==> src/rtl/econet_hdlc_engine.sv <==
`default_nettype none
// ============================================================================
//  Module      : econet_hdlc_engine
//  Description : Full-duplex HDLC bit engine for the Econet line: tagged TX/RX
//                byte FIFOs, zero insertion/deletion, flag/abort detection.
//  Revision    : 1.0 - initial release
// ============================================================================
module econet_hdlc_engine #(
    parameter int TX_DEPTH    = 4,
    parameter int RX_DEPTH    = 4,
    parameter int ABORT_ONES  = 15,
    parameter int RX_WHILE_TX = 0
) (
    input  logic       clock_24m,
    input  logic       nRESET,
    input  logic       econet_clock,
    input  logic       econet_data_in,
    output logic       econet_data_out,
    output logic       econet_drive,
    input  logic       tx_valid,
    input  logic [8:0] tx_data,
    output logic       tx_ready,
    input  logic       tx_abort,
    output logic       rx_valid,
    output logic [8:0] rx_data,
    input  logic       rx_ready,
    output logic       tx_underrun,
    output logic       rx_overrun,
    output logic       rx_abort,
    output logic       rx_error
);

    localparam int c_TX_AW = (TX_DEPTH > 1) ? $clog2(TX_DEPTH) : 1;
    localparam int c_RX_AW = (RX_DEPTH > 1) ? $clog2(RX_DEPTH) : 1;
    localparam int c_AB_W  = $clog2(ABORT_ONES + 1);
    localparam logic [c_AB_W-1:0] c_ABORT_LOAD = c_AB_W'(ABORT_ONES);

    localparam logic [1:0] c_TX_IDLE  = 2'd0;
    localparam logic [1:0] c_TX_SEND  = 2'd1;
    localparam logic [1:0] c_TX_ABORT = 2'd2;
    localparam logic [0:0] c_RX_HUNT  = 1'b0;
    localparam logic [0:0] c_RX_RECV  = 1'b1;

    // ------------------------------------------------------------------------
    // Line synchronisers; the Econet clock is only ever sampled
    // ------------------------------------------------------------------------
    logic [2:0] r_clk_s;
    logic [2:0] r_dat_s;
    logic       w_rise;
    logic       w_fall;

    always_ff @(posedge clock_24m or negedge nRESET) begin
        if (!nRESET) begin
            r_clk_s <= 3'b111;
            r_dat_s <= 3'b111;
        end else begin
            r_clk_s <= {r_clk_s[1:0], econet_clock};
            r_dat_s <= {r_dat_s[1:0], econet_data_in};
        end
    end

    assign w_rise = ~r_clk_s[2] & r_clk_s[1];
    assign w_fall = r_clk_s[2] & ~r_clk_s[1];

    // ------------------------------------------------------------------------
    // TX FIFO
    // ------------------------------------------------------------------------
    logic [8:0]       r_tx_mem [TX_DEPTH];
    logic [c_TX_AW:0] r_tx_wr;
    logic [c_TX_AW:0] r_tx_rd;
    logic             w_tx_empty;
    logic             w_tx_full;
    logic             w_tx_push;
    logic             w_tx_pop;
    logic [8:0]       w_tx_head;

    assign w_tx_empty = (r_tx_wr == r_tx_rd);
    assign w_tx_full  = (r_tx_wr[c_TX_AW-1:0] == r_tx_rd[c_TX_AW-1:0]) &&
                        (r_tx_wr[c_TX_AW] != r_tx_rd[c_TX_AW]);
    assign tx_ready   = ~w_tx_full;
    assign w_tx_push  = tx_valid & ~w_tx_full & ~tx_abort;
    assign w_tx_head  = r_tx_mem[r_tx_rd[c_TX_AW-1:0]];

    always_ff @(posedge clock_24m) begin
        if (w_tx_push) begin
            r_tx_mem[r_tx_wr[c_TX_AW-1:0]] <= tx_data;
        end
    end

    always_ff @(posedge clock_24m or negedge nRESET) begin
        if (!nRESET) begin
            r_tx_wr <= '0;
            r_tx_rd <= '0;
        end else if (tx_abort) begin
            r_tx_rd <= r_tx_wr;
        end else begin
            if (w_tx_push) r_tx_wr <= r_tx_wr + 1'b1;
            if (w_tx_pop)  r_tx_rd <= r_tx_rd + 1'b1;
        end
    end

    // ------------------------------------------------------------------------
    // TX bit engine
    // ------------------------------------------------------------------------
    logic [1:0]        r_tx_state;
    logic [7:0]        r_tx_shift;
    logic              r_tx_raw;
    logic              r_tx_have;
    logic [2:0]        r_tx_bit;
    logic [2:0]        r_tx_ones;
    logic [c_AB_W-1:0] r_tx_acnt;
    logic              r_tx_out;
    logic              r_tx_drive;
    logic              r_tx_underrun;

    // A byte-boundary fall with nothing loaded ends the frame, so SEND never
    // refills on the same cycle as a fall.
    assign w_tx_pop = ~tx_abort & ~w_tx_empty &
                      ((r_tx_state == c_TX_IDLE) |
                       ((r_tx_state == c_TX_SEND) & ~r_tx_have & ~w_fall));

    always_ff @(posedge clock_24m or negedge nRESET) begin
        if (!nRESET) begin
            r_tx_state    <= c_TX_IDLE;
            r_tx_shift    <= 8'h00;
            r_tx_raw      <= 1'b0;
            r_tx_have     <= 1'b0;
            r_tx_bit      <= 3'd0;
            r_tx_ones     <= 3'd0;
            r_tx_acnt     <= '0;
            r_tx_out      <= 1'b1;
            r_tx_drive    <= 1'b0;
            r_tx_underrun <= 1'b0;
        end else begin
            r_tx_underrun <= 1'b0;
            if (tx_abort) begin
                r_tx_state <= c_TX_ABORT;
                r_tx_acnt  <= c_ABORT_LOAD;
                r_tx_have  <= 1'b0;
                r_tx_ones  <= 3'd0;
            end else begin
                case (r_tx_state)
                    c_TX_IDLE: begin
                        if (w_tx_pop && w_tx_head[8]) begin
                            r_tx_state <= c_TX_SEND;
                            r_tx_shift <= w_tx_head[7:0];
                            r_tx_raw   <= 1'b1;
                            r_tx_have  <= 1'b1;
                            r_tx_bit   <= 3'd0;
                            r_tx_ones  <= 3'd0;
                        end
                    end
                    c_TX_SEND: begin
                        if (w_fall) begin
                            // Ones only accumulate on data bits, so five of them
                            // always force a zero, even ahead of a closing flag.
                            if (r_tx_ones == 3'd5) begin
                                r_tx_out   <= 1'b0;
                                r_tx_drive <= 1'b1;
                                r_tx_ones  <= 3'd0;
                            end else if (r_tx_have) begin
                                r_tx_out   <= r_tx_shift[r_tx_bit];
                                r_tx_drive <= 1'b1;
                                r_tx_ones  <= (r_tx_raw || !r_tx_shift[r_tx_bit]) ?
                                              3'd0 : r_tx_ones + 3'd1;
                                r_tx_bit   <= r_tx_bit + 3'd1;
                                if (r_tx_bit == 3'd7) r_tx_have <= 1'b0;
                            end else begin
                                r_tx_state    <= c_TX_IDLE;
                                r_tx_out      <= 1'b1;
                                r_tx_drive    <= 1'b0;
                                r_tx_ones     <= 3'd0;
                                r_tx_underrun <= ~r_tx_raw;
                            end
                        end else if (w_tx_pop) begin
                            r_tx_shift <= w_tx_head[7:0];
                            r_tx_raw   <= w_tx_head[8];
                            r_tx_have  <= 1'b1;
                            r_tx_bit   <= 3'd0;
                        end
                    end
                    c_TX_ABORT: begin
                        if (w_fall) begin
                            r_tx_out <= 1'b1;
                            if (r_tx_acnt != '0) begin
                                r_tx_drive <= 1'b1;
                                r_tx_acnt  <= r_tx_acnt - 1'b1;
                            end else begin
                                r_tx_drive <= 1'b0;
                                r_tx_state <= c_TX_IDLE;
                            end
                        end
                    end
                    default: r_tx_state <= c_TX_IDLE;
                endcase
            end
        end
    end

    assign econet_data_out = r_tx_out;
    assign econet_drive    = r_tx_drive;
    assign tx_underrun     = r_tx_underrun;

    // ------------------------------------------------------------------------
    // RX FIFO
    // ------------------------------------------------------------------------
    logic [8:0]       r_rx_mem [RX_DEPTH];
    logic [c_RX_AW:0] r_rx_wr;
    logic [c_RX_AW:0] r_rx_rd;
    logic             w_rx_empty;
    logic             w_rx_full;
    logic             w_rx_pop;
    logic             w_rx_req;
    logic [8:0]       w_rx_word;
    logic             w_rx_push;
    logic             w_rx_ovf;

    assign w_rx_empty = (r_rx_wr == r_rx_rd);
    assign w_rx_full  = (r_rx_wr[c_RX_AW-1:0] == r_rx_rd[c_RX_AW-1:0]) &&
                        (r_rx_wr[c_RX_AW] != r_rx_rd[c_RX_AW]);
    assign rx_valid   = ~w_rx_empty;
    assign rx_data    = r_rx_mem[r_rx_rd[c_RX_AW-1:0]];
    assign w_rx_pop   = rx_valid & rx_ready;
    assign w_rx_push  = w_rx_req & (~w_rx_full | w_rx_pop);
    assign w_rx_ovf   = w_rx_req & w_rx_full & ~w_rx_pop;

    always_ff @(posedge clock_24m) begin
        if (w_rx_push) begin
            r_rx_mem[r_rx_wr[c_RX_AW-1:0]] <= w_rx_word;
        end
    end

    always_ff @(posedge clock_24m or negedge nRESET) begin
        if (!nRESET) begin
            r_rx_wr <= '0;
            r_rx_rd <= '0;
        end else begin
            if (w_rx_push) r_rx_wr <= r_rx_wr + 1'b1;
            if (w_rx_pop)  r_rx_rd <= r_rx_rd + 1'b1;
        end
    end

    // ------------------------------------------------------------------------
    // RX bit engine
    // ------------------------------------------------------------------------
    logic [0:0] r_rx_state;
    logic [2:0] r_rx_ones;
    logic [2:0] r_rx_cnt;
    logic [6:0] r_rx_byte;
    logic       r_rx_overrun;
    logic       r_rx_abort;
    logic       r_rx_error;
    logic       w_rx_bit;
    logic       w_rx_hold;
    logic [2:0] w_rx_ones_inc;

    assign w_rx_bit      = r_dat_s[2];
    assign w_rx_hold     = (RX_WHILE_TX == 0) && r_tx_drive;
    assign w_rx_ones_inc = (r_rx_ones == 3'd7) ? 3'd7 : r_rx_ones + 3'd1;

    always_comb begin
        w_rx_req  = 1'b0;
        w_rx_word = {1'b1, 8'h7E};
        if (w_rise && !w_rx_hold) begin
            if (!w_rx_bit && r_rx_ones == 3'd6) begin
                w_rx_req = 1'b1;
            end else if (r_rx_state == c_RX_RECV && r_rx_ones != 3'd6 &&
                         !(!w_rx_bit && r_rx_ones == 3'd5) && r_rx_cnt == 3'd7) begin
                w_rx_req  = 1'b1;
                w_rx_word = {1'b0, w_rx_bit, r_rx_byte};
            end
        end
    end

    always_ff @(posedge clock_24m or negedge nRESET) begin
        if (!nRESET) begin
            r_rx_state   <= c_RX_HUNT;
            r_rx_ones    <= 3'd7;
            r_rx_cnt     <= 3'd0;
            r_rx_byte    <= 7'd0;
            r_rx_overrun <= 1'b0;
            r_rx_abort   <= 1'b0;
            r_rx_error   <= 1'b0;
        end else begin
            r_rx_overrun <= 1'b0;
            r_rx_abort   <= 1'b0;
            r_rx_error   <= 1'b0;
            if (w_rx_hold) begin
                r_rx_state <= c_RX_HUNT;
                r_rx_ones  <= 3'd7;
            end else if (w_rise) begin
                if (r_rx_state == c_RX_HUNT) begin
                    if (w_rx_bit) begin
                        r_rx_ones <= w_rx_ones_inc;
                    end else begin
                        r_rx_ones <= 3'd0;
                        if (r_rx_ones == 3'd6) begin
                            r_rx_state <= c_RX_RECV;
                            r_rx_cnt   <= 3'd0;
                        end
                    end
                end else if (w_rx_bit && r_rx_ones == 3'd6) begin
                    r_rx_abort <= 1'b1;
                    r_rx_state <= c_RX_HUNT;
                    r_rx_ones  <= 3'd7;
                end else if (!w_rx_bit && r_rx_ones == 3'd6) begin
                    // The flag's leading zero and six ones are already shifted
                    // in, so an aligned flag closes with exactly seven bits held.
                    r_rx_error <= (r_rx_cnt != 3'd7);
                    r_rx_cnt   <= 3'd0;
                    r_rx_ones  <= 3'd0;
                end else if (!w_rx_bit && r_rx_ones == 3'd5) begin
                    r_rx_ones <= 3'd0;
                end else begin
                    r_rx_byte <= {w_rx_bit, r_rx_byte[6:1]};
                    r_rx_ones <= w_rx_bit ? w_rx_ones_inc : 3'd0;
                    r_rx_cnt  <= r_rx_cnt + 3'd1;
                end
                if (w_rx_ovf) begin
                    r_rx_overrun <= 1'b1;
                    r_rx_state   <= c_RX_HUNT;
                end
            end
        end
    end

    assign rx_overrun = r_rx_overrun;
    assign rx_abort   = r_rx_abort;
    assign rx_error   = r_rx_error;

endmodule
`default_nettype wire

==> config.mk <==
export PLATFORM = sky130hd
export DESIGN_NAME = econet_hdlc_engine
export DESIGN_NICKNAME = d
export VERILOG_FILES = /design/src/rtl/econet_hdlc_engine.sv
export SDC_FILE = /design/constraint.sdc
export NUM_CORES = 1
export LEC_CHECK = 0
export BUFFER_PORTS_ARGS = -buffer_cell sky130_fd_sc_hd__buf_2
export CAP_MARGIN = 20
export CORE_ASPECT_RATIO = 1.2
export CORE_UTILIZATION = 65
export DETAILED_ROUTE_END_ITERATION = 6
export PLACE_DENSITY_LB_ADDON = 0.15
export SKIP_LAST_GASP = 1
export SLEW_MARGIN = 20
export SYNTH_ARGS = -nofsm -noshare
export SYNTH_HDL_FRONTEND = slang
export SYNTH_SLANG_ARGS = --single-unit
==> constraint.sdc <==
create_clock -name clock_24m -period 5.81 [get_ports clock_24m]
set_input_delay 0.8715 -clock clock_24m [delete_from_list [all_inputs] [get_ports clock_24m]]
set_output_delay 0.8715 -clock clock_24m [all_outputs]
set_load 0.01 [all_outputs]
After elaboration in Yosys (flattened, before gate mapping)
Memories as Yosys holds them, arrays and structs flattened.
Index checks and enable logic that the tools add are counted.
{"block": "op_classes", "add_sub_neg": 9, "n_lt_le_gt_ge": 1, "eq_ne": 35, "muxes": 102, "n_bitwise": 29, "reduce_logical": 36}
{"cell": "2-to-1 mux 3 bit", "count": 26}
{"cell": "2-to-1 mux 1 bit", "count": 50}
{"cell": "inequality test 3 bit, second input constant", "count": 11}
{"cell": "2-to-1 mux 9 bit", "count": 3}
{"cell": "adder 3 x 1 -> 3 bit, second input constant", "count": 8}
{"cell": "2-to-1 mux 8 bit", "count": 3}
{"cell": "AND reduction 6 bit", "count": 4}
{"cell": "== test 3 bit, second input constant", "count": 6}
{"cell": "2-to-1 mux 4 bit", "count": 4}
{"cell": "one-hot mux 8 bit (2 select lines)", "count": 1}
{"cell": "nonzero test 2 bit", "count": 8}
{"cell": "inverter 1 bit", "count": 15}
{"cell": "2-to-1 mux 2 bit", "count": 7}
{"cell": "AND 1 bit", "count": 12}
{"cell": "one-hot mux 3 bit (2 select lines)", "count": 2}
{"cell": "logical AND 1 bit", "count": 10}
{"cell": "inequality test 2 bit, second input constant", "count": 5}
{"cell": "inequality test 4 bit, second input constant", "count": 2}
{"cell": "one-hot mux 1 bit (2 select lines)", "count": 4}
{"cell": "AND reduction 4 bit", "count": 2}
{"cell": "== test 3 bit", "count": 2}
{"cell": "one-hot mux 2 bit (3 select lines)", "count": 1}
{"cell": "AND reduction 3 bit", "count": 2}
{"cell": "AND reduction 5 bit", "count": 1}
{"cell": "other kinds (16)", "count": 23}
{"block": "totals", "ff_bits": 60, "ramBits": 72, "in_bits": 16, "output_inout_bits": 17, "mem_count": 2}
{"memory": "r_rx_mem", "words": 4, "word_bits": 9, "read_ports": 1, "rd_clocked_by_memory_dff": 0, "write_ports": 1, "line_no": "207", "rtl": "logic [8:0] r_rx_mem [RX_DEPTH];"}
{"memory": "r_tx_mem", "words": 4, "word_bits": 9, "read_ports": 1, "rd_clocked_by_memory_dff": 0, "write_ports": 1, "line_no": "68", "rtl": "logic [8:0] r_tx_mem [TX_DEPTH];"}

Longest topological paths before layout
Gate-level depths: netlist (run 1).
{"block": "depth", "ltp_word": 13, "ltp_mapped": 8}

Worst setup path before layout (run 1)
No wires, ideal clock.
{"block": "synth_path", "path_type": "reg2out", "startpoint": "register r_rx_rd[0]", "endpoint": "output rx_data[0]", "t_arrival_ps": 1493, "required_time_ps": 4939, "slack_ps": 3446, "path_stages_with_launch": 3, "path_buffers": 1, "path_cell_list": "dfrtp_1 -> buf_1 -> mux4_2"}
{"block": "synth_between", "elab_chain_cells": 1}
{"element": "from (decl)", "line_no": "209", "rtl": "logic [c_RX_AW:0] r_rx_rd;"}
{"element": "from (signal assigned)", "line_no": "239", "rtl": "if (w_rx_pop) r_rx_rd <= r_rx_rd + 1'b1;"}
{"element": "memory (4 x 9 bit)"}
{"element": "to (decl)", "line_no": "25", "rtl": "output logic [8:0] rx_data,"}
No other way between the ends.

Worst setup path in the final report (run 1)
{"block": "layout_path", "startpoint": "register r_rx_rd[0]", "endpoint": "output rx_data[3]"}
The elaborated chain is that of the path after synthesis.

==> results of run 1 <==
through the flow:
step                hold WS [ns]  util, %  instances
floorplan                  0.345        -        379
global placement           0.346     70.0        518
detailed placement         0.347     70.0        518
CTS                        0.356     76.9        550
global route               0.355     76.9        550
finish                     0.355     76.9        550
flip-flops by register name, indices dropped and copies added (netlist names), 2 cells and up:
signal	flops
r_rx_ones	3
r_tx_ones	3
r_tx_rd	3
r_dat_s	3
r_tx_wr	3
r_tx_bit	3
r_rx_mem	36
r_tx_state	2
r_rx_wr	3
r_tx_acnt	4
r_tx_shift	8
r_tx_mem	36
r_clk_s	3
r_rx_cnt	3
r_rx_byte	7
r_rx_rd	3
cells in the mapped netlist, types with 2 or more instances:
| cell | count | area [sq um] |
|---|---|---|
| o21ai_0 | 13 | 65.1 |
| mux2i_1 | 5 | 50.1 |
| nand2b_1 | 6 | 37.5 |
| edfxtp_1 | 72 | 2160 |
| a21oi_1 | 8 | 40.0 |
| and4_1 | 2 | 17.5 |
| ha_1 | 20 | 250 |
| a31oi_1 | 3 | 18.8 |
| nor2b_1 | 3 | 18.8 |
| nor2_1 | 12 | 45.0 |
| nand3_1 | 4 | 20.0 |
| xor2_1 | 6 | 52.6 |
| a21boi_0 | 2 | 15.0 |
| dfstp_2 | 10 | 263 |
| nand2_1 | 30 | 113 |
| dfrtp_1 | 50 | 1250 |
| nor3_1 | 5 | 25.0 |
| a32o_1 | 2 | 20.0 |
| mux4_2 | 17 | 383 |
| or2_2 | 6 | 37.5 |
| inv_1 | 18 | 67.6 |
| or3_1 | 4 | 25.0 |
| a21o_1 | 3 | 22.5 |
| nor4b_1 | 2 | 17.5 |
| nor3b_1 | 3 | 22.5 |
| xnor2_1 | 13 | 114 |
| clkbuf_1 | 6 | 22.5 |
| mux2_2 | 17 | 191 |
| and4b_1 | 2 | 20.0 |
| buf_2 | 3 | 15.0 |
| mux4_1 | 3 | 78.8 |
| and3_1 | 2 | 12.5 |
| and2_1 | 9 | 56.3 |
| nor4_1 | 2 | 12.5 |
final timing paths:
path	startpoint	endpoint	slack (ns)	cells past startpoint
worst max-delay path	r_rx_rd[0]$_DFFE_PN0P_	rx_data[3]	2.86	2
min in group asynchronous	nRESET	rx_overrun$_DFF_PN0_	0.49	2
max in group asynchronous	nRESET	r_tx_rd[0]$_DFFE_PN0P_	4.83	2
worst min register to register	r_clk_s[0]$_DFF_PN1_	r_clk_s[1]$_DFF_PN1_	0.35	0
worst min-delay path	r_clk_s[0]$_DFF_PN1_	r_clk_s[1]$_DFF_PN1_	0.35	0
worst max register to register	r_rx_ones[0]$_DFFE_PN1P_	r_rx_mem[3][5]$_DFFE_PP_	3.34	6
power by group:
part | leakage [uW] | total, uW | internal [uW] | switching (uW)
logic | 0.000944 | 399 | 200 | 199
registers | 0.00129 | 1200 | 1070 | 125
clock network | 0.000271 | 1060 | 655 | 406
final cells by class:
class	instances	area, sq um	area share [%]
clock buffers	17	414	6.29
repair buffers	33	168	2.55
inverters	18	67.6	1.03
well taps	117	146	2.22
multi-input cells	218	1940	29.4
flip-flops and latches	132	3680	55.8
clock inverters	15	179	2.72
logic make-up after synthesis:
| family | share of synthesized area [%] |
|---|---|
| XOR/XNOR | 2.90 |
| flip-flops | 64.1 |
| buffers and inverters | 2.10 |
| AO/OA/AOI/OAI | 5.06 |
| multiplexers | 12.3 |
| AND/OR/NAND/NOR | 9.17 |
| adder cells (fa/ha/maj) | 4.37 |
routing by layer:
layer	share of wire, %	wire length [microns]
met5	0	0
met4	1.7	170
met3	3.6	361
met2	55	5620
met1	39	3980
worst max-delay path: stages, from the launching register on:
cell and delay, ns:
dfrtp_1 0.80, mux4_2 0.60, buf_2 0.16
==> impl_metrics.ini, run 1 <==
[global_routing]
antenna_found_initial = 0
met2_usage_pct = 43.0
use_met3_pct = 8.06
overflow = 0
top_usage_layer = met2
grt_use_total_pct = 25.2
grt_pass1_wl_mm = 16.5
first_global_vias = 3347
grt_max_degree = 61
grt_util_met1_pct = 28.7

[floorplan]
core_sq_um = 8560
start_util_pct = 66.9
die_h_microns = 105
fp.dieW_microns = 87.7
rows = 37
dieArea_sq_um = 9200
pin_count = 33

[detailed_routing]
route.detailed.drc = 0
ant_nets = 0
routed_wl_mm = 10.1
dr.pass1.iters = 4
drt_first_iter_violations = 182
wl_per_cell_microns = 18.4
via_per_inst = 5.86
vias = 3222

[timing]
final_hold_viol_count = 0
drv_slew = 0
period_share_pct = 50.8
tightest_slew_ns = 0.734
max_freq_ghz = 0.339
finClkSkew_ns = 0.0106
rsz0062_at_grt = no
relSlewSlack_pct = 51.1
layout_min_cycle_time_ns = 2.95
worst_slack_ns = 2.86
setup_viol = 0
setup-tns-final_ns = 0

[clock_tree]
ctsResizeCount = 0
cts_hold_buf = 0
clk_pin_slew_ns = 0.06
cts_tree = yes
post-cts-setup-buffers = 0
cts-root-buf = clkbuf_8
cts_max_level = 4
cts_buffers = 17
cts_num_sinks = 132
clock_latency_ns = 0.52
clockBufferDepth = 2

[logic_synthesis]
synthCells = 379
syn_area_per_cell_sq_um = 15.1
synthFlopType = edfxtp_1
syn-num-nets = 415
seq_area_frac_synth_pct = 64.1
netlist_area_sq_um = 5730
synthArstFlopShare_pct = 45.5
yosysWarnings = 0
yosysUniqueCellTypes = 50
ys_ff_latch = 132
synth_edf_count = 72

[pwr]
power_uw = 2660
power_density_nw_per_um2 = 403
ir_drop_v = 0.000420
total_leakage_power_uw = 0.00250

[layout]
final_common_cell = edfxtp_1
filler_cell_count = 509
final_cell_mix = edfxtp_1, dfrtp_1, buf_2, nand2_1, ha_1
diodes = 0
nets = 456
syn_to_final_growth_pct = 14.9
fin_area_sq_um = 6590
drive_gt1_share_pct = 27.3

[setup_path]
worst_ep_required_time_ns = 4.94
critPathMaxFanout = 12
start_kind = flop
crit_arrival_ns = 2.08
end_kind = output port
path_class = flop to output port

[flow_run]
maxCapViolCount = 0

[placed_design]
portBuffers = 32
pre_cts_ws_ns = 3.33
hpwl_mm = 6.45
gp_congestion = 0.796
place_area_sq_um = 5990

[run_status]
status = finished clean

[worst_hold_path]
hold_path_class = flop to flop
(Power assumes the default switching activity.)
==> inputs of run 2 (changes only) <==
- ABC_AREA: unset -> 1
- CORE_UTILIZATION: 65 -> 55
- clock period: 5.81 -> 2.55 ns (I/O delays scaled with it)
==> run 2 against run 1 <==
Net effect: clock-buffer cell count stayed put; hold slack worse by 0.34 ns; utilization is 11 points lower; combinational power grew to 4.1 times the previous value; synthesized cell count is 54% higher; setup slack worse by 2.5 ns; largest power group unchanged; highest routed layer unchanged.
==> impl_metrics.ini, run 2 <==
[logic_synthesis]
syn-num-nets = 620
synth_most_common_cell = nand2_1
netlist_area_sq_um = 5980
synth_commonest_cells = nand2_1, nor2_1, edfxtp_1
synth_top_area_cell = edfxtp_1
yosysUniqueCellTypes = 37
synth_top_area_share_pct = 36.2
ys_ff_latch = 132
synthCells = 584
synthFlopType = edfxtp_1
seq_area_frac_synth_pct = 61.5
synthArstFlopShare_pct = 45.5
synth_edf_count = 72
syn_area_per_cell_sq_um = 10.2
synth.top_cells.by_area = edfxtp_1, dfrtp_1, nand2_1
yosysWarnings = 0

[timing]
finClkSkew_ns = 0.00469
tightest_slew_ns = 0.702
period_share_pct = 87.1
layout_min_cycle_time_ns = 2.22
max_freq_ghz = 0.450
worst_slack_ns = 0.329
setup_viol = 0
drv_slew = 0
relSlewSlack_pct = 53.2
worst_hold_slack_ns = 0.0174
final_hold_viol_count = 0
setup-tns-final_ns = 0
rsz0062_at_grt = no

[layout]
fin_util_pct = 65.8
final_cell_mix = nand2_1, nor2_1, edfxtp_1, inv_1, o21ai_0
seq_area_sq_um = 3680
filler_cell_count = 813
multi_input_area_sq_um = 1960
final_common_cell = nand2_1
drive_gt1_share_pct = 16.1
nets = 670
diodes = 0
syn_to_final_growth_pct = 16.3

[flow_run]
maxCapViolCount = 0

[floorplan]
rows = 41
start_util_pct = 56.6
dieArea_sq_um = 11300
pin_count = 33
fp.dieW_microns = 97.2
core_sq_um = 10600
die_h_microns = 116

[pwr]
power_density_nw_per_um2 = 986
p_seq_share_pct = 40.0
switchingPower_uw = 2120
pwr-share-clk_pct = 36.4
power_uw = 6860
ir_drop_v = 0.000644
combPwrFrac_pct = 23.6
total_leakage_power_uw = 0.00292
p_sw_share_pct = 31.0
p_int_uw = 4730

[detailed_routing]
met3_length_microns = 461
dr_wl_met2_mm = 5.97
wl_per_cell_microns = 14.4
dr.pass1.iters = 5
wl_met1_mm = 4.53
route.detailed.drc = 0
routed.top_layer = met4
ant_nets = 0
drt_first_iter_violations = 179
via_per_inst = 5.41
vias = 4190
routed_wl_mm = 11.2

[clock_tree]
cts_tree = yes
cts_hold_buf = 0
post-cts-setup-buffers = 0
cts-root-buf = clkbuf_16
cts_num_sinks = 132
ctsResizeCount = 0
clk_pin_slew_ns = 0.06
clock_latency_ns = 0.41
cts_buffers = 17
cts_max_level = 4
clockBufferDepth = 2

[placed_design]
hpwl_mm = 7.66
gp_congestion = 0.801
portBuffers = 32
pre_cts_ws_ns = 0.303

[global_routing]
grt_pass1_wl_mm = 19.0
grt_use_total_pct = 21.8
grt_max_degree = 32
antenna_found_initial = 0
first_global_vias = 4133
overflow = 0

[setup_path]
start_kind = flop
path_class = flop to output port
worst_ep_required_time_ns = 2.17
critPathMaxFanout = 12
crit_start = r_rx_rd[1]$_DFFE_PN0P_
end_kind = output port
crit_arrival_ns = 1.84
r2r-start = r_rx_ones[0]$_DFFE_PN1P_

[worst_hold_path]
hold_path_class = primary input to asynchronous set/reset pin

[run_status]
status = finished clean
[run 2: cell types whose count changed after synthesis, sizes merged, moves of 6 or more]
| cell | delta |
|---|---|
| nand4 | +13 |
| inv | +53 |
| nor2 | +64 |
| nand2b | -6 |
| and2 | -9 |
| a21oi | +7 |
| nand2 | +86 |
| mux2 | -17 |
| mux4 | -20 |
| o22ai | +21 |
| o21ai | +44 |
| xnor2 | -8 |
| nand3 | +18 |
[run 2: per-stage QoR]
| stage | std cells | area (sq um) |
|---|---|---|
| 2_1_floorplan | 584 | 5980 |
| 3_3_place_gp | 744 | 6350 |
| 3_5_place_dp | 744 | 6350 |
| 4_1_cts | 775 | 6960 |
| 5_1_grt | 775 | 6960 |
| 6_report | 775 | 6960 |
[run 2: worst paths after layout]
path | end | cells past startpoint | slack (ns)
worst max register to register | r_rx_mem[0][1]$_DFFE_PP_ | 8 | 0.33
worst min register to register | r_dat_s[1]$_DFF_PN1_ | 0 | 0.36
min in group clock_24m | r_dat_s[0]$_DFF_PN1_ | 1 | 0.07
worst min-delay path | rx_overrun$_DFF_PN0_ | 1 | 0.02
max in group asynchronous | r_rx_byte[4]$_DFFE_PN0P_ | 2 | 1.93
worst max-delay path | rx_valid | 5 | 0.33
[run 2: cells by family (layout without fill, tap and decap cells)]
logic type	count (synthesis)	after routing	synth area share, %
AOI/OAI and AO/OA	99	99	9.37
DFF	132	132	61.5
and+or+nand+nor	237	237	17.8
adders and majority gates	20	20	4.18
buffers and inverters	86	148	5.67
xor gates and xnor gates	10	10	1.46
[run 2: worst max-delay path: stages, from the launching register on]
cell,delay [ns]
dfrtp_1,0.51
inv_1,0.34
nand2_1,0.11
a21oi_1,0.20
nand2_1,0.11
buf_2,0.15
[run 2: cell type report]
class,instances,share of cell area (%)
sequential,132,52.8
timing repair buffer,46,3.99
clock inverter,14,2.66
clock buffer,17,6.12
tap,129,2.32
multi-input combinational,366,28.2
inverter,71,3.83
[run 2: power groups by stage]
stage | Combinational (uW) | Clock, uW | Sequential (uW)
after floorplan | 1210 | 0 | 2690
after global placement | 1570 | 0 | 2770
after detailed placement | 1630 | 0 | 2780
after CTS | 1640 | 2530 | 2740
after global routing | 1850 | 2640 | 2780
final | 1620 | 2500 | 2740
[run 2: per-layer routing]
layer  up-vias  GRT usage, %
li1       2066             -
met1      1998          24.4
met2       104          40.0
met3        22          5.86
met4         0          8.26
met5         -             0
